`src/rtl/multi_digit_counter.sv`:
```
// multi_digit_counter
//   Up/down/load counter of DIGITS 4-bit digits, BCD (HEX=0) or hex (HEX=1),
//   stepped once per divided tick, with a multiplexed 7-segment scan output.
// Ports
//   CLK  : system clock, rising edge
//   RST  : asynchronous reset, active low
//   EN   : count enable
//   S    : mode, 00 hold / 01 load / 10 up / 11 down
//   D    : load value, digit 0 in D[3:0]
//   Q    : current count, registered
//   WRAP : one-clock pulse after an up-overflow or down-underflow
//   AN   : active-low one-hot digit enable
//   SEG  : active-low segments, SEG[0]=a .. SEG[6]=g

// One counter digit: next value and carry/borrow out for the selected mode.
module mdc_digit #(
  parameter int HEX = 0
) (
  input  logic [3:0] cur_i,
  input  logic [3:0] ld_i,
  input  logic [1:0] mode_i,
  input  logic       cin_i,   // carry (up) or borrow (down) from lower digit
  output logic [3:0] nxt_o,
  output logic       cout_o
);
  localparam logic [3:0] MAXV = (HEX != 0) ? 4'hF : 4'h9;

  always_comb begin
    nxt_o  = cur_i;
    cout_o = 1'b0;
    case (mode_i)
      2'b01: nxt_o = (HEX == 0 && ld_i > 4'd9) ? 4'd9 : ld_i;
      2'b10: if (cin_i) begin
        if (cur_i == MAXV) begin
          nxt_o  = 4'd0;
          cout_o = 1'b1;
        end else begin
          nxt_o = cur_i + 4'd1;
        end
      end
      2'b11: if (cin_i) begin
        if (cur_i == 4'd0) begin
          nxt_o  = MAXV;
          cout_o = 1'b1;
        end else begin
          nxt_o = cur_i - 4'd1;
        end
      end
      default: ;
    endcase
  end
endmodule

module multi_digit_counter #(
  parameter int DIGITS    = 4,
  parameter int DIV_BITS  = 25,
  parameter int SCAN_BITS = 16,
  parameter int HEX       = 0
) (
  input  logic                  CLK,
  input  logic                  RST,
  input  logic                  EN,
  input  logic [1:0]            S,
  input  logic [4*DIGITS-1:0]   D,
  output logic [4*DIGITS-1:0]   Q,
  output logic                  WRAP,
  output logic [DIGITS-1:0]     AN,
  output logic [6:0]            SEG
);
  localparam int IW = (DIGITS > 1) ? $clog2(DIGITS) : 1;
  localparam logic [IW-1:0] LAST = IW'(DIGITS - 1);

  logic [DIV_BITS-1:0]     div_q;
  logic [SCAN_BITS-1:0]    scan_q;
  logic [IW-1:0]           idx_q, idx_d;
  logic [DIGITS-1:0][3:0]  q_q, q_d;
  logic [DIGITS:0]         carry;
  logic                    wrap_q;
  logic [DIGITS-1:0]       an_q, an_d;
  logic [6:0]              seg_q, seg_d;
  logic                    tick, upd, scan_adv;

  assign tick     = &div_q;
  assign upd      = EN & tick;
  assign scan_adv = &scan_q;

  // Digit 0 always steps; higher digits step only on carry/borrow.
  assign carry[0] = 1'b1;

  for (genvar g = 0; g < DIGITS; g++) begin : g_dig
    mdc_digit #(.HEX(HEX)) u_dig (
      .cur_i  (q_q[g]),
      .ld_i   (D[4*g +: 4]),
      .mode_i (S),
      .cin_i  (carry[g]),
      .nxt_o  (q_d[g]),
      .cout_o (carry[g+1])
    );
  end

  function automatic logic [6:0] seg_dec(input logic [3:0] v);
    case (v)
      4'h0: seg_dec = 7'b1000000;
      4'h1: seg_dec = 7'b1111001;
      4'h2: seg_dec = 7'b0100100;
      4'h3: seg_dec = 7'b0110000;
      4'h4: seg_dec = 7'b0011001;
      4'h5: seg_dec = 7'b0010010;
      4'h6: seg_dec = 7'b0000010;
      4'h7: seg_dec = 7'b1111000;
      4'h8: seg_dec = 7'b0000000;
      4'h9: seg_dec = 7'b0010000;
      4'hA: seg_dec = 7'b0001000;
      4'hB: seg_dec = 7'b0000011;
      4'hC: seg_dec = 7'b1000110;
      4'hD: seg_dec = 7'b0100001;
      4'hE: seg_dec = 7'b0000110;
      default: seg_dec = 7'b0001110;
    endcase
  endfunction

  // The scan shows the digit at the current index, then moves on; SEG reads
  // the pre-update count, so a fresh count appears by the next scan step.
  always_comb begin
    idx_d = (idx_q == LAST) ? '0 : idx_q + IW'(1);
    for (int i = 0; i < DIGITS; i++) an_d[i] = (idx_q != IW'(i));
    seg_d = seg_dec(q_q[idx_q]);
  end

  always_ff @(posedge CLK or negedge RST) begin
    if (!RST) begin
      div_q  <= '0;
      scan_q <= '0;
      idx_q  <= '0;
      q_q    <= '0;
      wrap_q <= 1'b0;
      an_q   <= '1;
      seg_q  <= 7'h7F;
    end else begin
      div_q  <= div_q + DIV_BITS'(1);
      scan_q <= scan_q + SCAN_BITS'(1);
      if (upd) q_q <= q_d;
      // Carry out of the top digit only exists in up/down modes.
      wrap_q <= upd & S[1] & carry[DIGITS];
      if (scan_adv) begin
        idx_q <= idx_d;
        an_q  <= an_d;
        seg_q <= seg_d;
      end
    end
  end

  assign Q    = q_q;
  assign WRAP = wrap_q;
  assign AN   = an_q;
  assign SEG  = seg_q;
endmodule
```
`config.mk`:
```
export PLATFORM = sky130hd
export DESIGN_NAME = multi_digit_counter
export DESIGN_NICKNAME = d
export VERILOG_FILES = /design/src/rtl/multi_digit_counter.sv
export SDC_FILE = /design/constraint.sdc
export NUM_CORES = 1
export LEC_CHECK = 0
export BUFFER_PORTS_ARGS = -buffer_cell sky130_fd_sc_hd__buf_2
export CORE_MARGIN = 1.5
export CORE_UTILIZATION = 30
export CTS_CLUSTER_SIZE = 20
export DETAILED_ROUTE_END_ITERATION = 7
export SYNTH_ARGS = -nofsm -noshare
export SYNTH_HDL_FRONTEND = slang
export SYNTH_SLANG_ARGS = --single-unit
```
`constraint.sdc`:
```
create_clock -name CLK -period 2 [get_ports CLK]
set_input_delay 0.4 -clock CLK [delete_from_list [all_inputs] [get_ports CLK]]
set_output_delay 0.4 -clock CLK [all_outputs]
set_load 0.02 [all_outputs]
```
; Word-level counts from Yosys, hierarchy flattened
; Memories as Yosys holds them, arrays and structs flattened. A register that Yosys moved wholly into a read port is not among the register bits.
; Cells that the tools add are included.
[word_totals]
regBits = 64
latch_bits = 0
ram_bits = 0
mem_bits_ro = 112
in_bits = 21
out_inout_bits = 28
memories = 1
[classes]
add_sub_neg = 11
n_mul = 0
n_div = 0
order_cmp = 5
eq_ne = 17
n_shift = 0
n_mux = 43
n_bitwise = 3
reduce_logical = 13
[memory_table]
columns = name, words, width, rd, rd_ports_with_merged_regs, wr, line
row1 = (no name shown), 16, 7, 1, 1, 0, 102  ; case (v)
[ops]
columns = cell, n
row1 = 4-bit 2-to-1 mux, 19
row2 = 4-bit one-hot mux with 3 select lines, 4
row3 = "25-bit by 1-bit adder with 25-bit output, second input constant", 1
row4 = 25-bit AND reduction, 1
row5 = "16-bit by 1-bit adder with 16-bit output, second input constant", 1
row6 = "4-bit by 1-bit adder with 4-bit output, second input constant", 4
row7 = "4-bit equality test, second input constant", 4
row8 = "4-bit greater-than comparator, second input constant", 4
row9 = 4-bit logical NOT, 4
row10 = 16-bit AND reduction, 1
row11 = "4-bit by 1-bit subtractor with 4-bit output, second input constant", 4
row12 = 1-bit 2-to-1 mux, 14
row13 = "2-bit by 1-bit inequality test with 1-bit output, second input constant", 7
row14 = 4-bit AND reduction, 3
row15 = 4-bit binary-select mux with 2-bit select, 1
row16 = 1-bit one-hot mux with 2 select lines, 4
row17 = "2-bit equality test, second input constant", 3
row18 = "2-bit inequality test, second input constant", 2
row19 = 1-bit bitwise AND, 3
row20 = "2-bit by 3-bit less-than comparator with 1-bit output, second input constant", 1
row21 = 3-bit nonzero test, 1
row22 = "2-bit by 1-bit adder with 2-bit output, second input constant", 1
row23 = "2-bit by 1-bit equality test with 1-bit output, second input constant", 1
row24 = 2-bit 2-to-1 mux, 1
row25 = 3 further kinds, 3

; Longest topological paths before layout
[logic_depth]
ltp_word = 10
mapped_depth = 9
ltp_nobuf = 8

; Modules after synthesis
; A second synthesis with hierarchy kept.
[unflattened]
cells_unflattened = 522
hier_area_um2 = 4897.2
[modules_own_cells]
columns = module, n_inst, cells_per_inst, area_per_inst_um2
row1 = multi_digit_counter, 1, 278, 3385.7
row2 = mdc_digit, 4, 61, 377.9

; Least setup slack after synthesis
; No wires, ideal clock.
[synth_timing]
kind = register to register
from = register q_q, in the netlist Q[4]
to = register q_q, in the netlist Q[13]
setup_time_ps = 125
arrival_ps = 2119
required_time_ps = 1875
setup_slack_ps = -244
path_stages_with_launch = 8
n_path_buf = 0
period_less_slack_ps = 2244
path_cell_list = dfrtp_1 -> inv_1 -> ha_1 -> or4bb_1 -> o31ai_1 -> a31oi_1 -> nor2_1 -> mux2_2
[synth_via]
elab_chain_len = 8
[synth_rtl]
columns = element, line
row1 = from (decl), 76  ; logic [DIGITS-1:0][3:0] q_q, q_d;
row2 = from (signal assigned), 142  ; if (upd) q_q <= q_d;
row3 = 4-bit equality test / 4-bit logical NOT (equally long branches), "34, 42"
row4 = "1-bit 2-to-1 mux, on equally long branches", "34, 42"
row5 = "1-bit 2-to-1 mux, on equally long branches", "33, 41"
row6 = 1-bit one-hot mux with 2 select lines *, 31  ; case (mode_i)
row7 = "1-bit 2-to-1 mux, on equally long branches", "41, 33"
row8 = 1-bit one-hot mux with 2 select lines *, 31
row9 = 2-bit by 1-bit inequality test with 1-bit output (no line), --
row10 = 4-bit AND reduction (no line) *, --
; Every way passes the cells marked *; elsewhere a longest branch is shown, timed or not.
; A chain may end at the register's enable or synchronous reset.

; Worst setup path in the final report
; Same ends and word-level chain as after synthesis.

==> qor.csv <==
metric;value;unit
final_cell_mix;56 x dfrtp_1, 48 x buf_2, 47 x buf_4;
placed_area;0.005069;sq mm
clock_power_share;52.2;%
rrSetupSlack;0.04;ns
min_path_type;input port to flop;
critPathKind;flop to flop;
cp_data_required_time;2.21;ns
antenna_found_initial;0;
clock.fmax;0.5101;GHz
die_x;122.3;um
crit_fanout;3;
comb_power_share;5.1;%
ys_seq_area_share;41.93;%
layout_commonest_cell;dfrtp_1;
slew_headroom;65.45;%
start_util;30.76;%
synth_fp_nets;488;
r2r-start;Q[4];
finalNetCount;583;
hold_viol;0;
power_density;609.7;mW/mm^2
rows;43;
dp_hpwl;8075;um
globalRouteOverflowTotal;0;
ant_nets;0;
synth_edf_count;0;
ir_drop;0.3641;mV
synth_area_per_cell;9.661;sq um
firstDrtPassIters;5;
clk_pin_slew;0.06;ns
synth_flop_cell;dfrtp_1;
clk_path_buf_depth;2;
worst_slack;0.03947;ns
syn2layout_area_growth;29.39;%
ys_async_sr_fraction;100.0;%
hold_depth;3;
vias;3675;
first_iter_violations;223;
critPathArrivalTime;2.17;ns
min_to;Q[10];
r2r_end;Q[13];
cts-root-buf;clkbuf_16;
wl_per_cell;14.90;um
seqPwrFrac;42.7;%
ys_types;65;
dieArea;0.01496;sq mm
finClkSkew;0.01376;ns
rsz0062_at_grt;yes;
grt_first_pass_wirelength;17770;um
end_kind;flop;
stdcell_count;722;
wirelength;10760;um
drive_gt1_share;31.00;%
dp.cells;697;
hold_start;D[10];
final_cell_area;0.005525;sq mm
diodes;0;
pre_cts_ws;-0.04021;ns
reg2reg_depth;7;
cts_buffers;9;
period_share;98.03;%
gp_congestion;0.8715;
via_per_inst;5.090;
pin_count;49;
maxCapViolCount;0;
finalSetupViolations;0;
maxSlewViolCount;0;
grt_use_total;15.15;%
die_h;122.3;um
p_leak;2.460;nW
internal_power;0.002637;W
cts_tree;built;
status;finished clean;
htreeDepth;3;
worstMarginPinSlew;0.5171;ns
period_minus_slack;1.961;ns
drc;0;
final_util;39.81;%
synth_seq_cells;71;
core;0.01388;sq mm
io_buffers;48;
clock_latency;0.33;ns
cts_sinks;71;
sw_frac_of_total;21.72;%
ys.warnings.count;0;
hold_ws;0.4024;ns
netSwitchingPower;0.0007317;W
synth_cells;442;
grt_pass1_vias;3575;
crit_path_start_kind;flop;
grt_max_degree;35;
netlist_area;0.004270;sq mm
cell type report:
class	instances	area, sq um
Clock buffer	10	239.0
Clock inverter	6	90.09
Fill cell	1354	8356
Inverter	28	105.1
Multi-Input combinational cell	327	2405
Sequential cell	71	1795
Tap cell	180	225.2
Timing Repair Buffer	100	665.6
Yosys cell counts (5+ instances only):
cell type / count / area share (%)
nand3_1: 19 / 2.2
inv_1: 28 / 2.5
nand2_1: 38 / 3.3
o22ai_1: 5 / 0.73
nor3_1: 5 / 0.59
a31oi_1: 7 / 1.0
a221oi_1: 5 / 1.0
nor2b_1: 7 / 1.0
clkbuf_1: 10 / 0.88
a21oi_1: 15 / 1.8
nand4_1: 7 / 1.0
dfrtp_1: 60 / 35
xnor2_1: 24 / 4.9
o31ai_1: 7 / 1.2
xor2_1: 14 / 2.9
o21ai_0: 30 / 3.5
ha_1: 25 / 7.3
nor2_1: 33 / 2.9
dfstp_2: 11 / 6.8
logic make-up after synthesis:
family,count (synthesis),share of synthesized area (%)
fa+ha+maj,25,7.325
mux,12,4.190
compound gates,104,16.17
xor+xnor,38,7.794
buf+inv,44,3.985
flops,71,41.93
simple gates,148,18.60
power by group through the flow:
stage,registers (W),logic (W),clock network (W)
2_1_floorplan,0.00146,0.0000687,0
3_3_place_gp,0.00146,0.000166,0
3_5_place_dp,0.00146,0.000170,0
4_1_cts,0.00144,0.000173,0.00178
5_1_grt,0.00144,0.000192,0.00186
6_report,0.00144,0.000172,0.00176
critical path, cell delays in order, from the launching register on:
cell and delay (ns):
dfrtp_2 0.41, inv_2 0.09, ha_4 0.13, or4bb_4 0.47, o31ai_4 0.09, a31oi_2 0.15
nor2_2 0.19, mux2_4 0.32
sequential cells by signal, summed over array words and instances (netlist names):
| name | count |
|---|---|
| idx_q | 2 |
| scan_q | 16 |
| SEG | 7 |
| AN | 4 |
| WRAP | 1 |
| Q | 16 |
| div_q | 25 |
layer usage:
metal	up-vias	routed length (um)	global-route usage [%]	part of all wire, %
met5	-	0	0	0
met4	0	138	4.578	1.3
met3	9	573	2.788	5.3
met2	128	5169	25.10	48
met1	1761	4879	20.12	45
li1	1777	-	-	-
through the flow:
step	total power [W]	TNS [ns]
after floorplan	0.001532	-0.1003
after global placement	0.001629	-0.001574
after detailed placement	0.001633	-0.1125
after CTS	0.003388	0
after global routing	0.003491	-0.1530
final	0.003369	0
what timing repair did:
action,in CTS,in global routing
resized for setup,4,15
pin swaps,1,5
gates cloned,0,0
setup endpoints to repair,5,14
hold buffers,1,0
setup buffers,0,8
endpoints found under the hold margin,1,0
how the worst max path moves through the flow:
stage,start,end,cells past startpoint
after floorplan,Q[4],Q[13],7
after global placement,S[0],Q[13],7
after detailed placement,S[0],Q[13],7
after CTS,Q[0],Q[13],7
after global routing,Q[1],Q[7],7
final,Q[4],Q[13],7
Note: power is estimated with default switching activity, not from simulation.
